--- src/rtl/cv32e40p_instr_aligner.sv ---
// Instruction aligner: turns 32-bit fetch words into whole RV32/RVC instructions,
// tracking the PC and keeping the upper halfword when an instruction straddles two words.
module cv32e40p_instr_aligner (
    input  logic        clk,
    input  logic        rst,
    input  logic [31:0] boot_addr_i,
    input  logic        fetch_valid_i,
    output logic        fetch_ready_o,
    input  logic [31:0] fetch_rdata_i,
    input  logic        branch_i,
    input  logic [31:0] branch_addr_i,
    output logic        instr_valid_o,
    input  logic        instr_ready_i,
    output logic [31:0] instr_aligned_o,
    output logic [31:0] pc_o
);

    typedef enum logic [1:0] {
        StAligned,
        StHalf,
        StBranchHalf
    } state_e;

    state_e      r_state;
    state_e      w_state_d;
    logic [31:0] r_pc;
    logic [31:0] w_pc_d;
    logic [15:0] r_hold;
    logic [15:0] w_hold_d;

    logic [15:0] w_lo;
    logic [15:0] w_hi;
    logic        w_lo_is32;
    logic        w_hi_is32;
    logic        w_hold_is32;
    logic        w_instr_hs;
    logic        w_fetch_hs;

    assign w_lo        = fetch_rdata_i[15:0];
    assign w_hi        = fetch_rdata_i[31:16];
    assign w_lo_is32   = (w_lo[1:0] == 2'b11);
    assign w_hi_is32   = (w_hi[1:0] == 2'b11);
    assign w_hold_is32 = (r_hold[1:0] == 2'b11);
    assign w_instr_hs  = instr_valid_o & instr_ready_i;
    assign w_fetch_hs  = fetch_valid_i & fetch_ready_o;
    assign pc_o        = r_pc;

    always_comb begin
        w_state_d       = r_state;
        w_pc_d          = r_pc;
        w_hold_d        = r_hold;
        instr_valid_o   = 1'b0;
        fetch_ready_o   = 1'b0;
        instr_aligned_o = 32'h0;

        unique case (r_state)
            StAligned: begin
                if (w_lo_is32) begin
                    instr_aligned_o = fetch_rdata_i;
                    instr_valid_o   = fetch_valid_i;
                    fetch_ready_o   = instr_ready_i;
                    if (w_instr_hs) begin
                        w_pc_d = r_pc + 32'd4;
                    end
                end else begin
                    instr_aligned_o = {16'h0, w_lo};
                    instr_valid_o   = fetch_valid_i;
                    fetch_ready_o   = instr_ready_i;
                    if (w_instr_hs) begin
                        w_hold_d  = w_hi;
                        w_pc_d    = r_pc + 32'd2;
                        w_state_d = StHalf;
                    end
                end
            end
            StHalf: begin
                if (!w_hold_is32) begin
                    // RVC already held: issue without touching the fetch port
                    instr_aligned_o = {16'h0, r_hold};
                    instr_valid_o   = 1'b1;
                    fetch_ready_o   = 1'b0;
                    if (w_instr_hs) begin
                        w_pc_d    = r_pc + 32'd2;
                        w_state_d = StAligned;
                    end
                end else begin
                    instr_aligned_o = {w_lo, r_hold};
                    instr_valid_o   = fetch_valid_i;
                    fetch_ready_o   = instr_ready_i;
                    if (w_instr_hs) begin
                        w_hold_d = w_hi;
                        w_pc_d   = r_pc + 32'd4;
                    end
                end
            end
            StBranchHalf: begin
                instr_aligned_o = {16'h0, w_hi};
                if (!w_hi_is32) begin
                    instr_valid_o = fetch_valid_i;
                    fetch_ready_o = instr_ready_i;
                    if (w_instr_hs) begin
                        w_pc_d    = r_pc + 32'd2;
                        w_state_d = StAligned;
                    end
                end else begin
                    // First half of a 32-bit target: swallow the word silently
                    instr_valid_o = 1'b0;
                    fetch_ready_o = 1'b1;
                    if (w_fetch_hs) begin
                        w_hold_d  = w_hi;
                        w_state_d = StHalf;
                    end
                end
            end
            default: begin
                w_state_d = StAligned;
            end
        endcase

        if (branch_i) begin
            instr_valid_o = 1'b0;
            fetch_ready_o = 1'b0;
            w_pc_d        = branch_addr_i & ~32'h1;
            w_hold_d      = r_hold;
            w_state_d     = branch_addr_i[1] ? StBranchHalf : StAligned;
        end

        if (rst) begin
            instr_valid_o = 1'b0;
            fetch_ready_o = 1'b0;
        end
    end

    always_ff @(posedge clk) begin
        if (rst) begin
            r_state <= StAligned;
            r_pc    <= boot_addr_i & ~32'h3;
            r_hold  <= 16'h0;
        end else begin
            r_state <= w_state_d;
            r_pc    <= w_pc_d;
            r_hold  <= w_hold_d;
        end
    end

endmodule

--- config.mk ---
export PLATFORM = sky130hd
export DESIGN_NAME = cv32e40p_instr_aligner
export DESIGN_NICKNAME = d
export VERILOG_FILES = /design/src/rtl/cv32e40p_instr_aligner.sv
export SDC_FILE = /design/constraint.sdc
export NUM_CORES = 1
export LEC_CHECK = 0
export BUFFER_PORTS_ARGS = -buffer_cell sky130_fd_sc_hd__buf_4
export CORE_AREA = 2 2 102 104
export DETAILED_ROUTE_END_ITERATION = 12
export DIE_AREA = 0 0 104 106
export PLACE_DENSITY = 0.73
export SYNTH_ARGS = -nofsm -noshare
export SYNTH_HDL_FRONTEND = slang
export SYNTH_SLANG_ARGS = --single-unit
--- constraint.sdc ---
create_clock -name clk -period 5 [get_ports clk]
set_input_delay 0.5 -clock clk [delete_from_list [all_inputs] [get_ports clk]]
set_output_delay 0.5 -clock clk [all_outputs]
set_load 0.01 [all_outputs]
# After elaboration in Yosys (flattened, before gate mapping)
# Cells that the tools add are included.
# totals
regBits	50
in_bits	101
# op_classes
addsub	2
eq_ne	16
muxes	36
bitwise_logic	3
reduce_logical	10
# ops
op	n
$mux 32	9
$pmux 32 s3	2
$mux 16	5
$pmux 16 s3	1
$add 32x2->32 const B	1
$add 32x3->32 const B	1
$mux 2	8
$ne 3x3->1 const B	4
$ne 2x2->1 const B	5
$eq 2x2->1 const B	4
$mux 1	8
$ne 4x4->1 const B	2
$pmux 1 s3	2
$pmux 2 s3	1
$reduce_and 2->1	3
$reduce_and 6->1	1
$reduce_bool 5->1	1
$reduce_and 4->1	1
$reduce_bool 4->1	1
$reduce_bool 3->1	1
$and 1x1->1	2
$eq 2x1->1 const B	1
$logic_not 2->1	1
$reduce_or 2->1	1
$not 1->1	1

# Longest topological paths before layout
# logic_depth
word_depth	11
depth_mapped	11

# Worst setup path before layout
# OpenSTA, ideal clock, no wires.
# synth_path
path_type	register to register
startpoint	register r_state[0]
endpoint	register r_pc[10], in the netlist pc_o[10] (enable)
setup_time_ns	0.459
arrival_time_ns	3.317
required_ns	4.541
slack_ns	1.224
stages_incl_launch_ff	7
n_path_buf	2
period_less_slack_ns	3.776
path_cell_list	dfxtp_1 > inv_1 > ha_1 > clkbuf_1 > clkbuf_1 > nor2_1 > o21ai_0
# synth_between
elab_chain_cells	3
# synth_rtl
item	line_no	rtl
start, declared	24	state_e r_state;
start signal, assigned	136	r_state <= StAligned;
start signal, assigned	140	r_state <= w_state_d;
$eq 2x2->1 (tied with other cells)	56	unique case (r_state)
$ne 4x4->1 (no source line) / $reduce_bool 5->1 (equally long branches)	-	
$reduce_and 2->1 (no source line) (*)	-	
end signal, assigned	137	r_pc <= boot_addr_i & ~32'h3;
end signal, assigned	141	r_pc <= w_pc_d;
end, declared	26	logic [31:0] r_pc;
# Mark *: on every way between the ends. The rest lies on a longest branch, timed or not.
# A chain may end at the register's enable or synchronous reset.

# Worst setup path in the final report
# layout_path
startpoint	register r_state[0]
endpoint	register r_pc[15], in the netlist pc_o[15], data pin
# layout_between
elab_chain_cells	10
# layout_rtl
item	line_no	rtl
$eq 2x2->1 (tied with other cells)	56	
$pmux 1 s3	-	
$mux 1 (2 in a row)	-	
$and 1x1->1	-	
$mux 32	-	
$mux 32, on equally long branches	-	
$pmux 32 s3 (*)	56	
$mux 32 (*)	120	if (branch_i) begin
$mux 32 (*)	135	if (rst) begin
# Mark *: on every way between the ends. The rest lies on a longest branch, timed or not. The select of a mux whose other input is x is not followed.

==> impl_metrics.tcl <==
set metrics [dict create \
    p_total_w 0.00123 \
    hold_viol 0 \
    clockBufferDepth 2 \
    area_growth_syn_to_layout_pct 30.2 \
    r2r-end "pc_o[15]" \
    cts_root_buffer "clkbuf_8" \
    path_buf_inv 1 \
    drv_slew 0 \
    grt_pass1_vias 4878 \
    grt_first_pass_wirelength_mm 25.8 \
    holdCritStartpoint "fetch_rdata_i[23]" \
    multi_input_area_sq_um 2870 \
    gp_congestion 0.987 \
    tightestPinTransition_ns 1.20 \
    rrSetupSlack_ns 1.37 \
    path_depth 8 \
    power_leakage_nw 2.30 \
    syn-cell-area_sq_um 4390 \
    min_to "r_hold[7]" \
    h-tree-depth 2 \
    synthFlopType "edfxtp_1" \
    max_stage_delay_ns 0.75 \
    irDropWorstVdd_v 0.000110 \
    grt_overflow 0 \
    setup_tns_ns 0 \
    start_util_pct 43.9 \
    place_area_sq_um 5620 \
    vias 5271 \
    dr.first_iter.drc_count 618 \
    stdcell_area_sq_um 5710 \
    final_util_pct 57.1 \
    critPathMaxFanout 23 \
    holdPathStages 3 \
    start_kind "flop" \
    drcViolationCount 0 \
    chipWidth_um 104 \
    grt_max_degree 38 \
    synth_nets 657 \
    fp-row-count 37 \
    coreArea_sq_um 10000 \
    port_buffers 162 \
    drtAntennaViolNets 0 \
    ys_ff_latch 49 \
    synthArstFlopShare_pct 0 \
    fin_worst_skew_ns 0.0113 \
    insertion_delay_ns 0.32 \
    synth_top_area_share_pct 20.5 \
    max_freq_mhz 275 \
    required_ns 5.16 \
    cp_slowest_cell "ha_1" \
    nets 783 \
    cts_tree "yes" \
    cts-resized-gates 0 \
    ios 167 \
    ys_warn_count 0 \
    track_usage_pct 29.0 \
    hold_slack_ns 0.425 \
    seq_area_frac_synth_pct 29.2 \
    ff_latch_area_sq_um 1280 \
    syn_inst 550 \
    die_area_sq_um 11000 \
    p_per_area_nw_per_um2 216 \
    cp-end-kind "flop" \
    finalWorstPathRequiredPeriod_ns 3.63 \
    numCtsBuffers 5 \
    status "completed" \
    drive_gt1_share_pct 28.7 \
    antenna_cells 0 \
    synth_edf_count 30 \
    path_class "flop to flop" \
    synth.area.top_cells "edfxtp_1 (21%), dfxtp_1 (8.7%), nor2_1 (6.4%)" \
    crit_family "compound AO/OA/AOI/OAI gates" \
    cts_setup_buffers 0 \
    rsz0062_at_grt "false" \
    hold_path.class "input pin to flop" \
    cts_sinks 49 \
    wl_mm 16.7 \
    antenna_found_initial 0 \
    r2r-start "r_state[0]" \
    setup_viol_count_final 0 \
    syn_avg_cell_area_sq_um 7.98 \
    max_slew_margin_pct 19.8 \
    dp_hpwl_mm 12.0 \
    drtPass1Iterations 5 \
    synth.distinct_cells 79 \
    fp.dieH_um 106 \
    crit_chain "inv_1 -> ha_1 -> a21boi_2 -> o32a_1 -> nand2_1 -> nor4_1 -> o21ai_0 -> o21ai_1" \
    wl_per_cell_um 20.5 \
    maxCapViolations 0 \
    cts_hold_buf 0 \
    yosys.area.top_type "edfxtp_1" \
    period_share_pct 72.7 \
    vias_per_cell 6.48 \
    fillers 950 \
    clk_pin_slew_ns 0.11 \
    cp_data_arrival_time_ns 3.79 \
    r2r_cells 8 \
]
[cell families after synthesis]
group	synth area share, %
AO/OA/AOI/OAI	30.4
flip-flops	29.2
multiplexers	5.05
other	0.0855
AND/OR/NAND/NOR	28.0
adder cells (fa/ha/maj)	1.71
XOR/XNOR	0.200
buffers and inverters	5.36
[routing by layer]
layer / wire (um) / vias to the layer above / global-route usage, %
met3: 1620 / 39 / 5.33
li1: - / 2443 / -
met4: 366 / 0 / 9.75
met1: 6880 / 2476 / 39.8
met5: 0 / - / 0
met2: 7790 / 313 / 46.0
[worst max path at each step]
| stage | end | from | slack, ns |
|---|---|---|---|
| finish | pc_o[15] | r_state[0] | 1.37 |
| global placement | pc_o[15] | r_state[0] | 1.49 |
| CTS | pc_o[3] | r_state[0] | 1.46 |
| global route | pc_o[11] | r_state[0] | 1.15 |
| detailed placement | pc_o[11] | r_state[0] | 1.48 |
| floorplan | pc_o[10] | r_state[0] | 1.22 |
[registers in the layout, summed over array words and instances (netlist names), named ones only]
name	cells
r_state	2
pc_o	30
r_hold	16
[cells in the mapped netlist (6+ instances only)]
library cell / count
a21oi_1: 22
a22oi_1: 24
nor3_1: 15
and3_1: 10
mux2i_1: 21
nor2_1: 75
dfxtp_1: 19
nand3_1: 20
a31oi_1: 14
a222oi_1: 16
o22ai_1: 20
nand4_1: 20
clkbuf_1: 38
edfxtp_1: 30
o21ai_0: 26
ha_1: 6
nor4_1: 15
or4_1: 7
nand2_1: 32
inv_1: 8
[worst reg2reg max path, delay by kind of cell, from the launching register on]
| family | cells | cell delay, ns |
|---|---|---|
| adder cells (fa/ha/maj) | 1 | 0.75 |
| AND/OR/NAND/NOR | 2 | 0.92 |
| flip-flops | 1 | 0.36 |
| buffers and inverters | 1 | 0.11 |
| AO/OA/AOI/OAI | 4 | 1.34 |
[area by class of cell]
class | count | share of cell area [%]
clock inverter | 3 | 0.460
inverter | 8 | 0.526
sequential | 49 | 22.4
multi-input combinational | 444 | 50.3
clock buffer | 5 | 1.20
timing repair buffer | 168 | 22.1
tap | 136 | 2.98
[cell usage in the layout, fill, tap and decap left out, types with 6 or more instances in the layout]
master	synthesis	final
buf_4	4	168
a22oi_1	24	24
nand2_1	32	32
o22ai_1	20	20
a21oi_1	22	22
dfxtp_1	19	19
nand4_1	20	20
a31oi_1	14	14
nor3_1	15	15
and3_1	10	10
nand3_1	20	20
a222oi_1	16	16
o21ai_0	26	25
mux2i_1	21	21
ha_1	6	6
inv_1	8	8
nor4_1	15	15
or4_1	7	7
nor2_1	75	75
edfxtp_1	30	30
[power by group]
group	switching (W)	leakage, nW	internal [W]	total (W)
sequential	0.0000744	0.467	0.000469	0.000543
clock	0.000157	0.0487	0.000102	0.000259
combinational	0.000230	1.79	0.000201	0.000431
[stage by stage]
step           instances  worst slack [ns]
2_1_floorplan        550              1.22
3_3_place_gp         805              1.49
3_5_place_dp         805              1.48
4_1_cts              813              1.46
5_1_grt              813              1.15
6_report             813              1.37
(Power assumes the default switching activity.)
